===== config.mk =====
export PLATFORM = sky130hd
export DESIGN_NAME = mem_access_unit
export DESIGN_NICKNAME = d
export VERILOG_FILES = /design/src/rtl/mem_pkg.sv /design/src/rtl/byte_lane_unit.sv /design/src/rtl/mem_access_unit.sv
export SDC_FILE = /design/constraint.sdc
export NUM_CORES = 1
export LEC_CHECK = 0
export ABC_AREA = 1
export CELL_PAD_IN_SITES_DETAIL_PLACEMENT = 1
export CELL_PAD_IN_SITES_GLOBAL_PLACEMENT = 2
export CORE_ASPECT_RATIO = 1.75
export CORE_MARGIN = 2
export CORE_UTILIZATION = 27
export CTS_BUF_LIST = sky130_fd_sc_hd__clkbuf_2 sky130_fd_sc_hd__clkbuf_4 sky130_fd_sc_hd__clkbuf_8
export CTS_CLUSTER_SIZE = 25
export DETAILED_ROUTE_END_ITERATION = 8
export MAX_ROUTING_LAYER = met4
export PLACE_DENSITY_LB_ADDON = 0.1
export RECOVER_POWER = 100
export SETUP_SLACK_MARGIN = 0.4
export SYNTH_ARGS = -nofsm -noshare
export SYNTH_HDL_FRONTEND = slang
export SYNTH_HIERARCHICAL = 1
export SYNTH_SLANG_ARGS = --single-unit
export TNS_END_PERCENT = 10

===== constraint.sdc =====
create_clock -name clk -period 4 [get_ports clk]
set_clock_uncertainty 0.1 [all_clocks]
set_input_delay 0.6 -clock clk [delete_from_list [all_inputs] [get_ports clk]]
set_output_delay 0.6 -clock clk [all_outputs]
set_load 0.02 [all_outputs]

===== src/rtl/mem_pkg.sv =====
// Shared encodings for the memory access unit: access sizes, FSM states,
// and the alignment rule used to reject a request before touching the RAM.
package mem_pkg;

    typedef logic [1:0] size_t;

    localparam size_t SIZE_BYTE = 2'b00;
    localparam size_t SIZE_HALF = 2'b01;
    localparam size_t SIZE_WORD = 2'b10;

    typedef enum logic [2:0] {
        IDLE  = 3'd0,
        RD    = 3'd1,
        MERGE = 3'd2,
        WR    = 3'd3,
        RESP  = 3'd4
    } state_t;

    // A request is rejected for an invalid size or a lane offset that does
    // not match the natural alignment of the access.
    function automatic logic req_is_bad(input size_t size, input logic [1:0] lane);
        case (size)
            SIZE_BYTE: req_is_bad = 1'b0;
            SIZE_HALF: req_is_bad = lane[0];
            SIZE_WORD: req_is_bad = (lane != 2'b00);
            default:   req_is_bad = 1'b1;
        endcase
    endfunction

endpackage


===== src/rtl/byte_lane_unit.sv =====
// Little-endian lane steering shared by the load and store paths: extracts
// and extends the addressed byte/half of a RAM word, and builds the merged
// word for sub-word stores.
module byte_lane_unit
    import mem_pkg::*;
(
    input  logic [1:0]  size,
    input  logic        sign_ext,
    input  logic [1:0]  lane,
    input  logic [31:0] ram_word,
    input  logic [31:0] wdata,
    output logic [31:0] load_word,
    output logic [31:0] store_word
);

    logic [7:0]  byte_sel;
    logic [15:0] half_sel;

    // Load path: pick the addressed lane, then zero- or sign-extend it.
    always_comb begin
        byte_sel  = 8'h00;
        half_sel  = 16'h0000;
        load_word = 32'h0000_0000;
        case (lane)
            2'd0:    byte_sel = ram_word[7:0];
            2'd1:    byte_sel = ram_word[15:8];
            2'd2:    byte_sel = ram_word[23:16];
            default: byte_sel = ram_word[31:24];
        endcase
        half_sel = lane[1] ? ram_word[31:16] : ram_word[15:0];
        case (size)
            SIZE_BYTE: load_word = {{24{sign_ext & byte_sel[7]}}, byte_sel};
            SIZE_HALF: load_word = {{16{sign_ext & half_sel[15]}}, half_sel};
            SIZE_WORD: load_word = ram_word;
            default:   load_word = 32'h0000_0000;
        endcase
    end

    // Store path: overwrite only the addressed lane(s) of the current word.
    always_comb begin
        store_word = ram_word;
        case (size)
            SIZE_BYTE: begin
                case (lane)
                    2'd0:    store_word[7:0]   = wdata[7:0];
                    2'd1:    store_word[15:8]  = wdata[7:0];
                    2'd2:    store_word[23:16] = wdata[7:0];
                    default: store_word[31:24] = wdata[7:0];
                endcase
            end
            SIZE_HALF: begin
                if (lane[1]) store_word[31:16] = wdata[15:0];
                else         store_word[15:0]  = wdata[15:0];
            end
            SIZE_WORD: store_word = wdata;
            default:   store_word = ram_word;
        endcase
    end

endmodule


===== src/rtl/mem_access_unit.sv =====
// Single-outstanding load/store unit in front of a synchronous word RAM.
// Sub-word stores are done as read-modify-write; misaligned or invalid
// requests are answered with an error without any RAM access.
module mem_access_unit
    import mem_pkg::*;
#(
    parameter int data_length = 32,
    parameter int mem_length  = 32,
    localparam int AW         = $clog2(mem_length)
) (
    input  logic                   clk,
    input  logic                   rst,
    input  logic                   req_valid,
    output logic                   req_ready,
    input  logic                   req_we,
    input  logic [1:0]             req_size,
    input  logic                   req_signed,
    input  logic [AW+1:0]          req_addr,
    input  logic [data_length-1:0] req_wdata,
    output logic                   resp_valid,
    input  logic                   resp_ready,
    output logic [data_length-1:0] resp_rdata,
    output logic                   resp_err,
    output logic                   ram_we,
    output logic [AW-1:0]          ram_address,
    output logic [data_length-1:0] ram_write_data,
    input  logic [data_length-1:0] ram_read_data
);

    state_t                 state;
    logic                   we_q;
    size_t                  size_q;
    logic                   signed_q;
    logic [AW+1:0]          addr_q;
    logic [data_length-1:0] wdata_q;

    logic [31:0] load_word;
    logic [31:0] store_word;

    byte_lane_unit u_lanes (
        .size       (size_q),
        .sign_ext   (signed_q),
        .lane       (addr_q[1:0]),
        .ram_word   (ram_read_data),
        .wdata      (wdata_q),
        .load_word  (load_word),
        .store_word (store_word)
    );

    assign req_ready   = (state == IDLE);
    assign ram_address = addr_q[AW+1:2];
    // store_word already equals wdata for full-word stores, so one mux feeds
    // both the WR and the read-modify-write cases.
    assign ram_write_data = store_word;
    // Gated by rst so an abandoned store can never reach the RAM.
    assign ram_we = !rst && ((state == WR) || (state == MERGE && we_q));

    // Request FSM: capture, optional RAM read, merge/extend, then hold response.
    always_ff @(posedge clk) begin
        if (rst) begin
            state      <= IDLE;
            we_q       <= 1'b0;
            size_q     <= SIZE_BYTE;
            signed_q   <= 1'b0;
            addr_q     <= '0;
            wdata_q    <= '0;
            resp_valid <= 1'b0;
            resp_rdata <= '0;
            resp_err   <= 1'b0;
        end else begin
            case (state)
                IDLE: begin
                    if (req_valid) begin
                        we_q       <= req_we;
                        size_q     <= req_size;
                        signed_q   <= req_signed;
                        addr_q     <= req_addr;
                        wdata_q    <= req_wdata;
                        resp_rdata <= '0;
                        resp_err   <= 1'b0;
                        if (req_is_bad(req_size, req_addr[1:0])) begin
                            resp_err   <= 1'b1;
                            resp_valid <= 1'b1;
                            state      <= RESP;
                        end else if (req_we && req_size == SIZE_WORD) begin
                            state <= WR;
                        end else begin
                            state <= RD;
                        end
                    end
                end
                RD: begin
                    state <= MERGE;
                end
                MERGE: begin
                    if (!we_q) resp_rdata <= load_word;
                    resp_valid <= 1'b1;
                    state      <= RESP;
                end
                WR: begin
                    resp_valid <= 1'b1;
                    state      <= RESP;
                end
                RESP: begin
                    if (resp_ready) begin
                        resp_valid <= 1'b0;
                        state      <= IDLE;
                    end
                end
                default: begin
                    resp_valid <= 1'b0;
                    state      <= IDLE;
                end
            endcase
        end
    end

endmodule


-- Word level (Yosys, flattened, before mapping)
Cells that the tools add are included.
Widths: inputs -> output; s select.
- bitwise logic cells: 3
- equal/unequal tests: 14
- reduce and logical (&&, ||, !) cells: 17
- muxes and demuxes: 27
- operators by type and width (cell ; number):
    $pmux 32 s3 ; 2
    $mux 32 ; 2
    $pmux 32 s2 ; 1
    $mux 16 ; 3
    $mux 8 ; 4
    $pmux 8 s3 ; 1
    $pmux 3 s4 ; 1
    $mux 3 ; 3
    $mux 1 ; 7
    $eq 2x1->1 const B ; 3
    $eq 2x2->1 const B ; 3
    $eq 3x2->1 const B ; 2
    $logic_not 2->1 ; 3
    $ne 2x2->1 const B ; 3
    $pmux 1 s4 ; 1
    $reduce_and 2->1 ; 2
    $reduce_and 4->1 ; 1
    $reduce_bool 2->1 ; 2
    $eq 3x1->1 const B ; 1
    $eq 3x3->1 const B ; 1
    $logic_and 1x1->1 ; 3
    $logic_not 3->1 ; 1
    $pmux 1 s3 ; 1
    $reduce_and 3->1 ; 1
    8 further kinds ; 9
- logic and storage cells: 70
- flip-flop bits (word level): 80

-- Logic depth before layout (Yosys ltp)
Gate-level depths: netlist of run 1.
- depth in word-level cells: 8
- depth in mapped cells: 13
- depth with buffers taken out: 11

-- Cells and area by module
Netlist of run 1, hierarchy kept.
- by module, submodules not included (module ; area an instance (µm²) ; cells an instance ; times used):
    mem_access_unit ; 3284.4 ; 450 ; 1
    byte_lane_unit ; 2227.1 ; 514 ; 1

-- Least setup slack after synthesis of run 1
Ideal clock, no wire load.
- path type: input port to output port
- start point: input rst
- end point: output ram_we
- stages on the path: 2
- path buffers: 1
- setup slack: 1.983 ns
- data arrival time: 1.317 ns
- path through: buf_2 -> a211oi_1
- word-level cells in the longest chain between the ends: 2
- ends and longest elaborated chain (item ; line ; source):
    start: declaration ; mem_access_unit.sv:12 ; input logic rst,
    $logic_not 1->1 ; mem_access_unit.sv:56 ; assign ram_we = !rst && ((state == WR) || (state == MERGE && we_q));
    $logic_and 1x1->1 ; mem_access_unit.sv:56 ;
    end: declaration ; mem_access_unit.sv:24 ; output logic ram_we,
Every way passes these cells.

-- Worst setup path in the final report of run 1
- start point: register size_q[0]
- end point: output ram_write_data[15]
- word-level cells in the longest chain between the ends: 2
- elaborated cells between the ends (all ways): 4
- classes of those cells: 2 x eq/ne; 1 x mux; 1 x reduce/logical
- ends and longest elaborated chain (item ; line ; source):
    start: declaration ; mem_access_unit.sv:32 ; size_t size_q;
    start signal: assignment ; mem_access_unit.sv:75 ; size_q <= req_size;
    $eq 2x2->1 (tied with other cells) ; byte_lane_unit.sv:42 ; case (size)
    $pmux 32 s3 * ; byte_lane_unit.sv:42 ;
    end: declaration ; mem_access_unit.sv:26 ; output logic [data_length-1:0] ram_write_data,
Mark *: on every way between the ends. The rest lies on a longest branch, timed or not.

==> results.py, run 1 <==
metrics = {
    "worst_setup_path": {
        "cp_max_fo": 12,
        "cp_top_family": "simple AND/OR/NAND/NOR gates",
        "rr_worst_depth": 6,
        "cp.arrival_ns": 2.87,
        "end_kind": "output port",
        "r2r_start": "state[0]",
        "cp.required_ns": 3.30,
        "r2r_end": "signed_q",
        "worst-path-buf-inv": 2,
        "critPathLaunchType": "register",
        "path_cells": "nor2_2 > inv_2 > nor2_2 > nand3_1 > nand3_1 > dlygate4sd3_1",
        "critPathKind": "register to output port",
        "cp_slowest_cell": "dlygate4sd3_1",
        "crit_path_start": "size_q[0]",
        "slowest_delay_ns": 0.68,
        "worst-r2r-setup-slack_ns": 1.05,
    },
    "timing": {
        "layout_worst_path_cycle_share_pct": 89.2,
        "worst_pin_slew_ns": 2.01,
        "hold_violations": 0,
        "finalCriticalPeriod_ns": 3.57,
        "fmax_ghz": 0.280,
        "slew_headroom_pct": -34.3,
        "rsz0062_at_grt": "no",
        "setup_viol": 0,
        "slew_viol_final": 48,
        "tns_ns": 0,
    },
    "floorplanning": {
        "fp.dieW_um": 112,
        "io_pins": 152,
        "die-area_um2": 21600,
        "start_util_pct": 27.3,
        "core_area_um2": 20200,
        "num_rows": 69,
        "fp.dieH_um": 193,
    },
    "detailed_routing": {
        "firstDrtPassIters": 5,
        "via_per_inst": 4.88,
        "wire_per_inst_um": 17.8,
        "vias": 6463,
        "routed_wirelength_um": 23500,
        "drt_iter0_drc": 389,
        "drc_errors": 0,
        "antenna_left": 0,
    },
    "worst_hold_path": {
        "worstHoldStart": "resp_valid",
        "min_to": "resp_valid",
        "hold_depth": 2,
        "worstHoldPathType": "register to register",
    },
    "cells_and_area": {
        "fillers": 2729,
        "antennaDiodeCount": 0,
        "drive_above_1_share_pct": 4.64,
        "area_growth_pct": 31.4,
        "nets": 1151,
        "final_util_pct": 35.8,
    },
    "clock_network": {
        "cts_inserted_buffers": 9,
        "cts_tree": "built",
        "clockBufferDepth": 2,
        "post-cts-setup-buffer-count": 0,
        "cts.clk_slew.worst_paths_ns": 0.09,
        "clockRootBuffer": "clkbuf_8",
        "clkSinkCount": 80,
        "htree_num_levels": 3,
        "post_cts_resized": 0,
        "hold_buffers": 0,
        "insertion_delay_ns": 0.39,
    },
    "global_routing": {
        "grt_pass1_wl_um": 36800,
        "grt.overflow.total": 0,
        "grt_use_total_pct": 22.7,
        "grt_start_max_net_pins": 67,
        "antenna_found_initial": 0,
        "grt_pass1_vias": 6492,
    },
    "synth": {
        "yosysWarningCount": 6,
        "synthTopCellsByArea": "nand2_1, dfxtp_1, nand3_1",
        "synth_common_cells": "nand2_1, nand3_1, a21oi_1",
        "ys_ff_latch": 80,
        "synth_cell_type_count": 27,
        "synth_edf_count": 0,
        "synth_mux_area_share_pct": 0,
        "syn_area_per_cell_um2": 5.72,
        "synth_async_sr_flop_share_pct": 0,
        "syn-num-nets": 1043,
        "yosysMostFrequentCell": "nand2_1",
        "synth.largest_area_cell": "nand2_1",
        "synth_top_area_share_pct": 29.8,
        "ys.flop_type": "dfxtp_1",
        "synth_xor_area_share_pct": 0,
        "synth-compound-area-share_pct": 12.6,
        "synth_top_family_by_area": "simple AND/OR/NAND/NOR gates",
        "syn_area_um2": 5510,
        "yosysSeqAreaShare_pct": 29.1,
        "synthSimpleGateAreaFrac_pct": 46.5,
        "synthAdderAreaFrac_pct": 0,
        "netlist_instances": 964,
    },
    "placement": {
        "gp_congestion": 0.893,
        "dp_hpwl_um": 17800,
        "io_buffers": 151,
    },
    "pwr": {
        "p_per_area_nw_per_um2": 382,
        "ir_drop_uv": 231,
        "leakagePower_uw": 0.00332,
    },
    "run": {
        "cap_violations": 1,
    },
    "status": {
        "violations": "max-capacitance violations, max-slew violations",
        "status": "finished with violations",
    },
}
registers in the layout, indices dropped and copies added (netlist names), 2 cells and up:
register    count
size_q          2
wdata_q        32
addr_q          7
state           3
resp_rdata     32
worst register-to-register path, stage by stage (launching register included):
cell	delay [ns]
dfxtp_1	0.41
inv_2	0.09
nand2_1	0.10
nor3_4	0.12
clkbuf_1	1.46
nand2_1	0.36
a21oi_1	0.25
cells in the final DEF (no fill, tap or decap), types with 7 or more instances in the layout:
cell type        netlist  layout
inv_1                 53      54
inv_2                 12       8
nand2_1              438     439
nor2_1                41      41
nand4_1               25      25
dlygate4sd3_1          0      61
a21boi_0               7       7
o21ai_0               30      30
clkdlybuf4s50_1        0      89
a21oi_1               85      85
buf_4                 17      11
dfxtp_1               80      79
nand3_1              102     104
clkbuf_8               0       9
where the power goes:
part | internal (uW) | switching [uW]
combinational | 430 | 689
clock | 352 | 345
sequential | 879 | 68.3
total | 1660 | 1100
how the worst max path moves through the flow:
| stage | to | slack [ns] | cells after the start |
|---|---|---|---|
| after floorplan | ram_we | 1.98 | 2 |
| after global placement | ram_write_data[18] | 0.95 | 6 |
| after detailed placement | ram_write_data[18] | 0.96 | 6 |
| after CTS | ram_write_data[12] | 0.53 | 5 |
| after global routing | ram_write_data[14] | 0.26 | 7 |
| final | ram_write_data[15] | 0.43 | 6 |
kinds of logic after synthesis:
group / count (synthesis)
buffers and inverters: 135
AOI/OAI and AO/OA: 131
and+or+nand+nor: 618
DFF: 80
area by class of cell:
type                            instances  area, um2  share of cell area (%)
Timing Repair Buffer                  165       1600                    22.1
Tap cell                              248        310                    4.29
Multi-Input combinational cell        749       3250                    44.9
Inverter                               67        254                    3.51
Sequential cell                        80       1600                    22.1
Clock buffer                            9        124                    1.71
Clock inverter                          7       95.1                    1.31
metrics by stage:
| stage | total power, uW | worst slack, ns | std cells | hold WS, ns | instance area, um2 |
|---|---|---|---|---|---|
| global route | 2960 | 0.255 | 1325 | 0.386 | 7240 |
| CTS | 2850 | 0.528 | 1325 | 0.366 | 7270 |
| detailed placement | 2140 | 0.958 | 1309 | 0.354 | 7050 |
| floorplan | 1650 | 1.98 | 964 | 0.344 | 5510 |
| global placement | 2130 | 0.949 | 1309 | 0.347 | 7050 |
| finish | 2760 | 0.432 | 1325 | 0.352 | 7240 |
layer usage:
layer	vias up	GRT usage [%]	wire, um
li1	3285	-	-
met1	3006	25.7	9650
met2	139	41.4	12600
met3	33	2.66	619
met4	0	7.93	637
met5	-	-	0
Note: power is estimated with default switching activity, not from simulation.
==> run 2: changes to the inputs <==
--- a/config.mk
+++ b/config.mk
@@ -6,6 +6,7 @@
 export NUM_CORES = 1
 export LEC_CHECK = 0
 export ABC_AREA = 1
+export CAP_MARGIN = 10
 export CELL_PAD_IN_SITES_DETAIL_PLACEMENT = 1
 export CELL_PAD_IN_SITES_GLOBAL_PLACEMENT = 2
 export CORE_ASPECT_RATIO = 1.75
==> run 2 against run 1 <==
Net effect: the flow still finishes with violations (max-capacitance violations, max-slew violations); critical path type unchanged; final area is 0.28% higher; flip-flop and latch count did not move; utilization grew 0.099 points; routed wire length about the same; final cell count about the same.
==> results.py, run 2 (synthesis results as in run 1) <==
metrics = {
    "timing": {
        "tns_ns": 0,
        "hold_violations": 0,
        "layout_worst_path_cycle_share_pct": 89.5,
        "hold_ws_ns": 0.352,
        "slew_viol_final": 48,
        "finalCriticalPeriod_ns": 3.58,
        "worst_pin_slew_ns": 2.01,
        "slew_headroom_pct": -34.0,
        "rsz0062_at_grt": "no",
        "fmax_ghz": 0.279,
        "setup_viol": 0,
    },
    "global_routing": {
        "use_met2_pct": 41.4,
        "grt.overflow.total": 0,
        "busiest_layer": "met2",
        "grt_use_met3_pct": 2.66,
        "grt_pass1_vias": 6492,
        "antenna_found_initial": 0,
        "grt_pass1_wl_um": 36800,
        "met1_usage_pct": 25.7,
        "grt_use_total_pct": 22.7,
        "grt_start_max_net_pins": 67,
    },
    "worst_setup_path": {
        "end_kind": "output port",
        "cp_slowest_cell": "dlygate4sd3_1",
        "rr_worst_depth": 6,
        "path_cells": "nor2_2 > inv_2 > nor2_2 > nand3_1 > nand3_1 > dlygate4sd3_1",
        "cp_max_fo": 12,
        "cp.required_ns": 3.30,
        "cp.arrival_ns": 2.88,
        "cp_top_family": "simple AND/OR/NAND/NOR gates",
        "critPathLaunchType": "register",
        "worst-path-buf-inv": 2,
        "slowest_delay_ns": 0.68,
        "critPathKind": "register to output port",
        "crit_cells": 6,
    },
    "clock_network": {
        "cts_tree": "built",
        "cts.clk_slew.worst_paths_ns": 0.09,
        "post-cts-setup-buffer-count": 0,
        "htree_num_levels": 3,
        "clkSinkCount": 80,
        "hold_buffers": 0,
        "clockRootBuffer": "clkbuf_8",
        "clockBufferDepth": 2,
        "post_cts_resized": 0,
        "cts_inserted_buffers": 9,
        "insertion_delay_ns": 0.39,
    },
    "floorplanning": {
        "core_area_um2": 20200,
        "fp.dieW_um": 112,
        "die-area_um2": 21600,
        "fp.dieH_um": 193,
        "start_util_pct": 27.3,
        "num_rows": 69,
        "io_pins": 152,
    },
    "cells_and_area": {
        "area_growth_pct": 31.7,
        "nets": 1152,
        "antennaDiodeCount": 0,
        "layout_commonest_cell": "nand2_1",
        "reg_top3": "resp_rdata (32), wdata_q (32), addr_q (7)",
        "fillers": 2726,
        "final_cell_mix": "nand2_1, nand3_1, clkdlybuf4s50_1",
        "drive_above_1_share_pct": 4.92,
        "regArea_um2": 1600,
        "multi_input_area_um2": 3260,
    },
    "status": {
        "status": "finished with violations",
        "violations": "max-capacitance violations, max-slew violations",
    },
    "detailed_routing": {
        "drc_errors": 0,
        "wire_per_inst_um": 17.8,
        "antenna_left": 0,
        "firstDrtPassIters": 5,
        "vias": 6423,
        "drt_iter0_drc": 420,
        "via_per_inst": 4.84,
        "routed_wirelength_um": 23500,
    },
    "run": {
        "cap_violations": 1,
    },
    "pwr": {
        "leakagePower_uw": 0.00333,
        "ir_drop_uv": 230,
        "p_per_area_nw_per_um2": 381,
    },
    "placement": {
        "dp_hpwl_um": 17800,
        "gp_congestion": 0.893,
        "io_buffers": 151,
    },
    "worst_hold_path": {
        "hold_depth": 2,
        "worstHoldPathType": "register to register",
    },
}
## run 2: where the power goes
| part | switching, uW | internal, uW |
|---|---|---|
| clock network | 345 | 352 |
| logic | 689 | 431 |
| registers | 68.5 | 879 |
## run 2: stage by stage
step / setup slack [ns] / utilization, % / std cells / total power [uW] / instance area (um2)
4_1_cts: 0.528 / 36.0 / 1325 / 2850 / 7270
3_5_place_dp: 0.958 / 34.9 / 1309 / 2140 / 7050
6_report: 0.420 / 35.9 / 1326 / 2770 / 7260
3_3_place_gp: 0.949 / 34.9 / 1309 / 2130 / 7050
2_1_floorplan: 1.98 / - / 964 / 1650 / 5510
5_1_grt: 0.255 / 35.9 / 1326 / 2960 / 7260
## run 2: tightest hold or removal path, delay by kind of cell, from the launching register on
family                 cells  cell delay (ns)
DFF                        1             0.32
buffers and inverters      1             0.05
AOI/OAI and AO/OA          1             0.05
## run 2: cell type report
| type | count | share of cell area (%) |
|---|---|---|
| inverter | 67 | 3.50 |
| timing repair buffer | 166 | 22.3 |
| sequential | 80 | 22.1 |
| clock buffer | 9 | 1.71 |
| clock inverter | 7 | 1.31 |
| tap | 248 | 4.27 |
| multi-input combinational | 749 | 44.9 |
## run 2: worst paths after layout
kind	to	from	slack, ns
min reg2reg	resp_valid	resp_valid	0.35
max reg2reg	signed_q	state[0]	1.02
max	ram_write_data[15]	size_q[0]	0.42
min	resp_valid	resp_valid	0.35
## run 2: routing by layer
metal | share of wire (%) | wire [um] | vias up
met5 | 0 | 0 | -
met4 | 3.1 | 728 | 0
met3 | 2.9 | 691 | 31
met2 | 54 | 12700 | 135
met1 | 40 | 9470 | 2971
li1 | - | - | 3286
